## config.mk

```make
export PLATFORM = sky130hd
export DESIGN_NAME = cpu_pc_fetch
export DESIGN_NICKNAME = d
export VERILOG_FILES = /design/src/rtl/cpu_pkg.sv /design/src/rtl/cpu_next_pc.sv /design/src/rtl/cpu_pc_fetch.sv
export SDC_FILE = /design/constraint.sdc
export NUM_CORES = 1
export LEC_CHECK = 0
export BUFFER_PORTS_ARGS = -buffer_cell sky130_fd_sc_hd__buf_2
export CAP_MARGIN = 0
export CORE_UTILIZATION = 56
export DETAILED_ROUTE_END_ITERATION = 8
export GPL_ROUTABILITY_DRIVEN = 0
export MAX_ROUTING_LAYER = met4
export PLACE_DENSITY_LB_ADDON = 0.15
export SLEW_MARGIN = 40
export SYNTH_ARGS = -nofsm -noshare
export SYNTH_HDL_FRONTEND = slang
export SYNTH_HIERARCHICAL = 1
export SYNTH_SLANG_ARGS = --single-unit
```

## constraint.sdc

```tcl
create_clock -name clk -period 5.35 [get_ports clk]
set_clock_uncertainty 0.15 [all_clocks]
set_input_delay 1.07 -clock clk [delete_from_list [all_inputs] [get_ports clk]]
set_output_delay 1.07 -clock clk [all_outputs]
set_load 0.01 [all_outputs]
```

## src/rtl/cpu_pkg.sv

```systemverilog
// Shared definitions for the MIPS core: one-hot instruction bit indices,
// the fetch-stage state encoding and the default reset PC.
package cpu_pkg;

  localparam logic [31:0] RESET_PC_DEFAULT = 32'h0040_0000;

  // Bit positions in the one-hot decoded instruction vector.
  localparam int INS_ADDU  = 0;
  localparam int INS_SUBU  = 1;
  localparam int INS_ADD   = 2;
  localparam int INS_SUB   = 3;
  localparam int INS_AND   = 4;
  localparam int INS_OR    = 5;
  localparam int INS_XOR   = 6;
  localparam int INS_NOR   = 7;
  localparam int INS_SLT   = 8;
  localparam int INS_SLTU  = 9;
  localparam int INS_SLL   = 10;
  localparam int INS_SRL   = 11;
  localparam int INS_SRA   = 12;
  localparam int INS_SLLV  = 13;
  localparam int INS_SRLV  = 14;
  localparam int INS_SRAV  = 15;
  localparam int INS_JR    = 16;
  localparam int INS_ADDI  = 17;
  localparam int INS_ADDIU = 18;
  localparam int INS_ANDI  = 19;
  localparam int INS_ORI   = 20;
  localparam int INS_XORI  = 21;
  localparam int INS_LW    = 22;
  localparam int INS_SW    = 23;
  localparam int INS_BEQ   = 24;
  localparam int INS_BNE   = 25;
  localparam int INS_SLTI  = 26;
  localparam int INS_SLTIU = 27;
  localparam int INS_LUI   = 28;
  localparam int INS_J     = 29;
  localparam int INS_JAL   = 30;

  typedef enum logic [1:0] {
    ST_IDLE,
    ST_FETCH,
    ST_HOLD,
    ST_RESOLVE
  } fetch_state_e;

  // Sign-extended, word-scaled branch displacement.
  function automatic logic [31:0] branch_offset(input logic [15:0] imm);
    return {{14{imm[15]}}, imm, 2'b00};
  endfunction

endpackage

```

## src/rtl/cpu_next_pc.sv

```systemverilog
// Next-PC resolution for the fetch stage: picks the jump, branch, register
// or sequential target from the one-hot decoded instruction vector.
module cpu_next_pc (
  input  logic [31:0] br_ins,
  input  logic [31:0] br_rs,
  input  logic [31:0] br_rt,
  input  logic [31:0] if_instr,
  input  logic [31:0] if_pc4,
  output logic [31:0] next_pc,
  output logic        illegal
);
  import cpu_pkg::*;

  logic [31:0] jump_target;
  logic [31:0] branch_target;
  logic        ops_equal;
  logic        unused_opcode;

  // The opcode field is already captured by the decoded vector.
  assign unused_opcode = ^if_instr[31:26];

  assign jump_target   = {if_pc4[31:28], if_instr[25:0], 2'b00};
  assign branch_target = if_pc4 + branch_offset(if_instr[15:0]);
  assign ops_equal     = (br_rs == br_rt);

  always_comb begin
    // NOTE: every output gets a default first so no path leaves it unassigned (no latch).
    next_pc = if_pc4;
    illegal = (br_ins == 32'd0);
    // A multi-hot vector is a decoder defect; the if-chain fixes the priority.
    if (br_ins[INS_JAL] || br_ins[INS_J]) begin
      next_pc = jump_target;
    end else if (br_ins[INS_BNE]) begin
      if (!ops_equal) next_pc = branch_target;
    end else if (br_ins[INS_BEQ]) begin
      if (ops_equal) next_pc = branch_target;
    end else if (br_ins[INS_JR]) begin
      next_pc = br_rs;
    end
  end

endmodule

```

## src/rtl/cpu_pc_fetch.sv

```systemverilog
// Instruction-fetch stage: owns the PC, fetches one word at a time over a
// req/rvalid handshake, hands it to decode and waits for its resolution.
module cpu_pc_fetch #(
  parameter logic [31:0] RESET_PC = cpu_pkg::RESET_PC_DEFAULT
) (
  input  logic        clk,
  input  logic        rst,
  output logic        imem_req,
  output logic [31:0] imem_addr,
  input  logic        imem_rvalid,
  input  logic [31:0] imem_rdata,
  output logic        if_valid,
  output logic [31:0] if_instr,
  output logic [31:0] if_pc,
  output logic [31:0] if_pc4,
  input  logic        id_ready,
  input  logic        br_valid,
  input  logic [31:0] br_ins,
  input  logic [31:0] br_rs,
  input  logic [31:0] br_rt,
  output logic        illegal
);
  import cpu_pkg::*;

  fetch_state_e state_q, state_d;
  logic [31:0]  pc_q, pc_d;
  logic [31:0]  if_instr_q, if_instr_d;
  logic [31:0]  if_pc_q, if_pc_d;
  logic [31:0]  next_pc;
  logic         ins_illegal;
  logic         resolve_fire;

  cpu_next_pc u_next_pc (
    .br_ins   (br_ins),
    .br_rs    (br_rs),
    .br_rt    (br_rt),
    .if_instr (if_instr_q),
    .if_pc4   (if_pc4),
    .next_pc  (next_pc),
    .illegal  (ins_illegal)
  );

  always_comb begin
    state_d      = state_q;
    pc_d         = pc_q;
    if_instr_d   = if_instr_q;
    if_pc_d      = if_pc_q;
    imem_req     = 1'b0;
    if_valid     = 1'b0;
    resolve_fire = 1'b0;
    case (state_q)
      ST_IDLE: state_d = ST_FETCH;
      ST_FETCH: begin
        imem_req = 1'b1;
        if (imem_rvalid) begin
          if_instr_d = imem_rdata;
          if_pc_d    = pc_q;
          state_d    = ST_HOLD;
        end
      end
      ST_HOLD: begin
        if_valid = 1'b1;
        if (id_ready) state_d = ST_RESOLVE;
      end
      ST_RESOLVE: begin
        if (br_valid) begin
          resolve_fire = 1'b1;
          pc_d         = next_pc;
          state_d      = ST_FETCH;
        end
      end
      default: state_d = ST_IDLE;
    endcase
  end

  always_ff @(posedge clk) begin
    // NOTE: state registers use non-blocking assignments so every flop sees pre-edge values.
    if (rst) begin
      state_q    <= ST_IDLE;
      pc_q       <= RESET_PC;
      if_instr_q <= 32'd0;
      if_pc_q    <= RESET_PC;
    end else begin
      state_q    <= state_d;
      pc_q       <= pc_d;
      if_instr_q <= if_instr_d;
      if_pc_q    <= if_pc_d;
    end
  end

  assign imem_addr = pc_q;
  assign if_instr  = if_instr_q;
  assign if_pc     = if_pc_q;
  assign if_pc4    = if_pc_q + 32'd4;
  assign illegal   = resolve_fire & ins_illegal;

endmodule

```

== Yosys cells after proc, flatten, opt, wreduce, memory -nomap -nowiden ==
Cells that the tools add are included.
Storage, ports and cells
  input bits: 133
  flip-flop bits (word level): 98
  logic and storage cells: 34
Cells by class
  add/sub/neg operators: 2
  reduce and logical (&&, ||, !) cells: 6
  bitwise operators: 1
  mux-type cells: 14
  equality and inequality tests: 7
Operators by type and width (number)
  two-way mux 32 bit: 6
  adder 32 x 3 -> 32 bit (second input constant): 1
  adder 32 bit: 1
  == test 32 bit: 1
  logical NOT 32 bit: 1
  one-hot mux 2 bit (4 select lines): 1
  two-way mux 2 bit: 3
  inequality test 2 bit (second input constant): 3
  == test 2 bit (second input constant): 2
  two-way mux 1 bit: 4
  AND reduction 2 bit: 2
  AND reduction 3 bit: 1
  == test 2 x 1 -> 1 bit (second input constant): 1
  logical NOT 2 bit: 1
  bitwise AND 1 bit: 1
  logical OR 1 bit: 1

== Logic depth before layout (Yosys ltp) ==
  word-level depth: 6
  mapped depth: 18

== Cells and area by module ==
Netlist, hierarchy kept.
By module, submodules not included
  cpu_pc_fetch: instances 1, cells each 521, area each 4060.1 um2
  cpu_next_pc: instances 1, cells each 536, area each 3578.4 um2

== Least setup slack after synthesis ==
No wires, ideal clock.
  kind: register to register
  from: register if_pc_q[4] (netlist: if_pc[4])
  to: register pc_q[29] (netlist: imem_addr[29])
  cell stages (with the launch flop): 18
  slack: 1562 ps
  clock period less this slack: 3788 ps
  data required time: 5068 ps
  setup time: 132 ps
  data arrival time: 3506 ps
  path buffers: 2
  path through: dfxtp_1 and4_1 buf_4 nand3_4 nor3_1 xor2_1 ha_1 clkbuf_1 a2111oi_0 o21ai_1 o2111ai_1 and3_1 a21o_1 a311oi_1 xor2_1 a221o_1 nand2_1 a21oi_1
On the way
  cells in the longest elaborated chain, start to end: 6
  elaborated cells on any way between the ends: 8
  classes of those cells: 2 x add/sub; 6 x mux
RTL lines
  from (decl): line cpu_pc_fetch.sv:28  | logic [31:0] if_pc_q, if_pc_d;
  from (signal assigned): line cpu_pc_fetch.sv:87  | if_pc_q <= if_pc_d;
  adder 32 x 3 -> 32 bit (*): line cpu_pc_fetch.sv:94  | assign if_pc4 = if_pc_q + 32'd4;
  via if_pc4[16]: line cpu_pc_fetch.sv:15  | output logic [31:0] if_pc4,
  adder 32 bit (*): line cpu_next_pc.sv:23  | assign branch_target = if_pc4 + branch_offset(if_instr[15:0]);
  two-way mux 32 bit: line cpu_next_pc.sv:36  | if (ops_equal) next_pc = branch_target;
  two-way mux 32 bit: line cpu_next_pc.sv:35  | end else if (br_ins[INS_BEQ]) begin
  two-way mux 32 bit (*): line cpu_next_pc.sv:33  | end else if (br_ins[INS_BNE]) begin
  two-way mux 32 bit (*): line cpu_next_pc.sv:31  | if (br_ins[INS_JAL] || br_ins[INS_J]) begin
  via next_pc[29]: line cpu_pc_fetch.sv:29  | logic [31:0] next_pc;
  to (signal assigned): line cpu_pc_fetch.sv:85  | pc_q <= pc_d;
  to (decl): line cpu_pc_fetch.sv:26  | logic [31:0] pc_q, pc_d;
The timed path passes the listed nets; every way through them passes the cells marked *.
A chain may end at the register's enable or synchronous reset.

== Final worst setup path ==
  from: register if_pc_q[4] (netlist: if_pc[4])
  to: register pc_q[31] (netlist: imem_addr[31])
On the way
  cells in the longest elaborated chain, start to end: 6
  elaborated cells on any way between the ends: 8
  classes of those cells: 2 x add/sub; 6 x mux
RTL lines (line)
  adder 32 x 3 -> 32 bit (*): cpu_pc_fetch.sv:94
  adder 32 bit: cpu_next_pc.sv:23
  two-way mux 32 bit: cpu_next_pc.sv:36
  two-way mux 32 bit: cpu_next_pc.sv:35
  two-way mux 32 bit: cpu_next_pc.sv:33
  two-way mux 32 bit (*): cpu_next_pc.sv:31
  via next_pc[31]: cpu_pc_fetch.sv:29
Marks and branches as above.

==> results.cfg <==
[pwr]
combPwrFrac_pct = 28.7
p_per_area_nw_per_um2 = 225.8
p_clk_share_pct = 31.9
power.leakage_nw = 4.273
pwr-share-seq_pct = 39.5
finalPower_mw = 2.098
p_sw_mw = 0.7291
p_sw_share_pct = 34.75
vdd_drop_max_mv = 0.2361
internal-power_mw = 1.369

[logic_synthesis]
syn-num-nets = 1224
synth_cells = 1057
synth_flop_cell = dfxtp_1
synth_area_leaders = dfxtp_1, nand2_1, a21oi_1
yosysMostFrequentCell = nand2_1
synth_common_cells = nand2_1, a21oi_1, dfxtp_1
syn_avg_cell_area_sq_um = 7.227
yosys_warnings = 6
ys_seq_area_share_pct = 25.68
yosysTopAreaCell = dfxtp_1
netlist_area_sq_um = 7639
synth_top_area_share_pct = 25.68
synth-async-reset-ratio_pct = 0
yosysUniqueCellTypes = 67
synth_seq_cells = 98
synth_edf_count = 0

[global_routing]
grt_max_degree = 99
first_global_vias = 8096
antenna_found_initial = 0
grt_pass1_wl_um = 41860
grt_use_total_pct = 38.61
overflow = 0

[routing]
drtIter0Drc = 886
drc_errors = 0
via_per_inst = 6.126
totalWireLength_um = 26730
ant_nets = 0
drtPass1Iterations = 6
wl_per_cell_um = 18.39
vias = 8907

[critical_path]
critPathTopFamily = compound AO/OA/AOI/OAI gates
cp-startpoint = if_pc[4]$_SDFFE_PP0P_
critPathMaxStageDelay_ns = 0.57
r2r_setup_slack_ns = 0.96
slowest_stage = xor2_1
crit_top_cell = a21oi_1
crit_end = imem_addr[31]$_SDFFE_PP0P_
startpoint_type = flip-flop
timing.rr.start = if_pc[4]$_SDFFE_PP0P_
r2r_cells = 14
path_buf_inv = 0
path_cells = and4_1 > nand3_4 > nor2_1 > xor2_1 > ha_1 > a21oi_1 > o21ai_0 > o21ai_1 > a31oi_1 > o21ai_0 > a21oi_1 > o31ai_1 > nand2_1 > a21oi_1
endpoint_kind = flip-flop
crit_cells = 14
r2r_end = imem_addr[31]$_SDFFE_PP0P_
crit_required_ns = 5.48
cp_max_fo = 10
cp.arrival_ns = 4.53
crit_type = flip-flop to flip-flop

[clock_tree]
ctsResizeCount = 0
cts-htree-levels = 3
cts.hold.buffers_added = 0
clk_path_buf_depth = 2
clk_latency_ns = 0.36
cts_buffers = 9
cts_setup_buffers = 0
cts_tree = built
path_clk_slew_ns = 0.07
cts_root_buf = clkbuf_16
clkSinkCount = 98

[die]
start_util_pct = 57.45
num_io_pins = 264
row_count = 42
die_area_sq_um = 14110
coreArea_sq_um = 13300
die-height_um = 118.8
die_w_um = 118.8

[layout]
nets = 1441
fin_util_pct = 69.88
n_antenna_cell = 0
final_area_sq_um = 9290
area_growth_pct = 21.62
drive_gt1_share_pct = 24.88

[timing]
hold_slack_ns = 0.3045
setup_tns_ns = 0
max_freq_mhz = 227.5
hold_viol_final = 0
maxSlewViolCount = 0
period_share_pct = 82.15
grt_setup_unrepaired = false
finalSetupViolations = 0
finalCriticalPeriod_ns = 4.395
slew_headroom_pct = 45.81
tightestPinTransition_ns = 0.8117

[min_path]
hp-class = flip-flop to flip-flop
min-delay-start = if_instr[31]$_SDFFE_PP0P_

[run]
drv_cap = 0

[place]
hpwl_um = 19620
placed_area_sq_um = 8991
io_buffers = 263

[outcome]
status = complete, no violations
==> through the flow <==
stage,std cells,worst slack (ns)
3_5_place_dp,1439,1.169
4_1_cts,1454,1.145
5_1_grt,1454,0.6241
2_1_floorplan,1057,1.562
3_3_place_gp,1439,1.245
6_report,1454,0.9550
==> cell families after synthesis <==
logic type                 count (synthesis)  synth area share [%]
adders and majority gates                 34                 5.668
DFF                                       98                 25.68
muxes                                     36                 4.865
buffers and inverters                     87                 4.603
xor gates and xnor gates                  85                 9.746
and+or+nand+nor                          423                 25.77
AOI/OAI and AO/OA                        294                 23.67
==> worst min path at each step <==
| stage | cells past startpoint | end | slack [ns] |
|---|---|---|---|
| final | 2 | if_instr[31]$_SDFFE_PP0P_ | 0.30 |
| after global routing | 2 | if_instr[27]$_SDFFE_PP0P_ | 0.33 |
| after CTS | 2 | if_instr[31]$_SDFFE_PP0P_ | 0.30 |
| after detailed placement | 2 | if_instr[31]$_SDFFE_PP0P_ | 0.29 |
| after global placement | 2 | if_instr[29]$_SDFFE_PP0P_ | 0.29 |
| after floorplan | 2 | if_instr[26]$_SDFFE_PP0P_ | 0.33 |
==> worst min-delay path, cell delays in order (launching register included) <==
cell and delay [ns]:
dfxtp_1 0.31, nand2_1 0.05, a21oi_1 0.05
==> routing by layer <==
layer / track usage (%) / wire length [um]
met1: 48.82 / 11100
met3: 7.095 / 2217
met2: 59.17 / 12270
met5: - / 0
met4: 18.75 / 1151
==> sequential cells by signal, indices dropped and copies added (netlist names) <==
name	cells
if_pc	32
imem_addr	32
if_instr	32
state_q	2
==> layout by cell type (no fill, tap or decap), types with 9 or more instances in the layout <==
cell type  count
o221ai_1       9
a21o_1        20
nand4_1       27
dfxtp_1       98
xnor2_1       63
nand2_1      251
mux2i_1       27
nand3_1       24
buf_2        262
nor2_1        39
nor3_1        12
buf_4         12
inv_1         17
nor2b_1       13
a21oi_1      147
ha_1          33
a31oi_1       17
xor2_1        22
a211oi_1      18
o21ai_0       14
clkbuf_16      9
and3_1        11
o21ai_1       17
==> area by class of cell <==
cell class                      count  area (sq um)
Inverter                           18         67.56
Timing Repair Buffer              275          1413
Clock inverter                      4         51.30
Clock buffer                       11         242.7
Sequential cell                    98          1962
Tap cell                          176         220.2
Multi-Input combinational cell    872          5334
Fill cell                        1235          4005
==> power by group through the flow <==
stage | Sequential, mW | Combinational (mW) | Clock [mW]
floorplan | 0.847 | 0.364 | 0
global placement | 0.842 | 0.578 | 0
detailed placement | 0.843 | 0.584 | 0
CTS | 0.827 | 0.587 | 0.673
global route | 0.833 | 0.653 | 0.706
finish | 0.828 | 0.601 | 0.669
(Power assumes the default switching activity.)
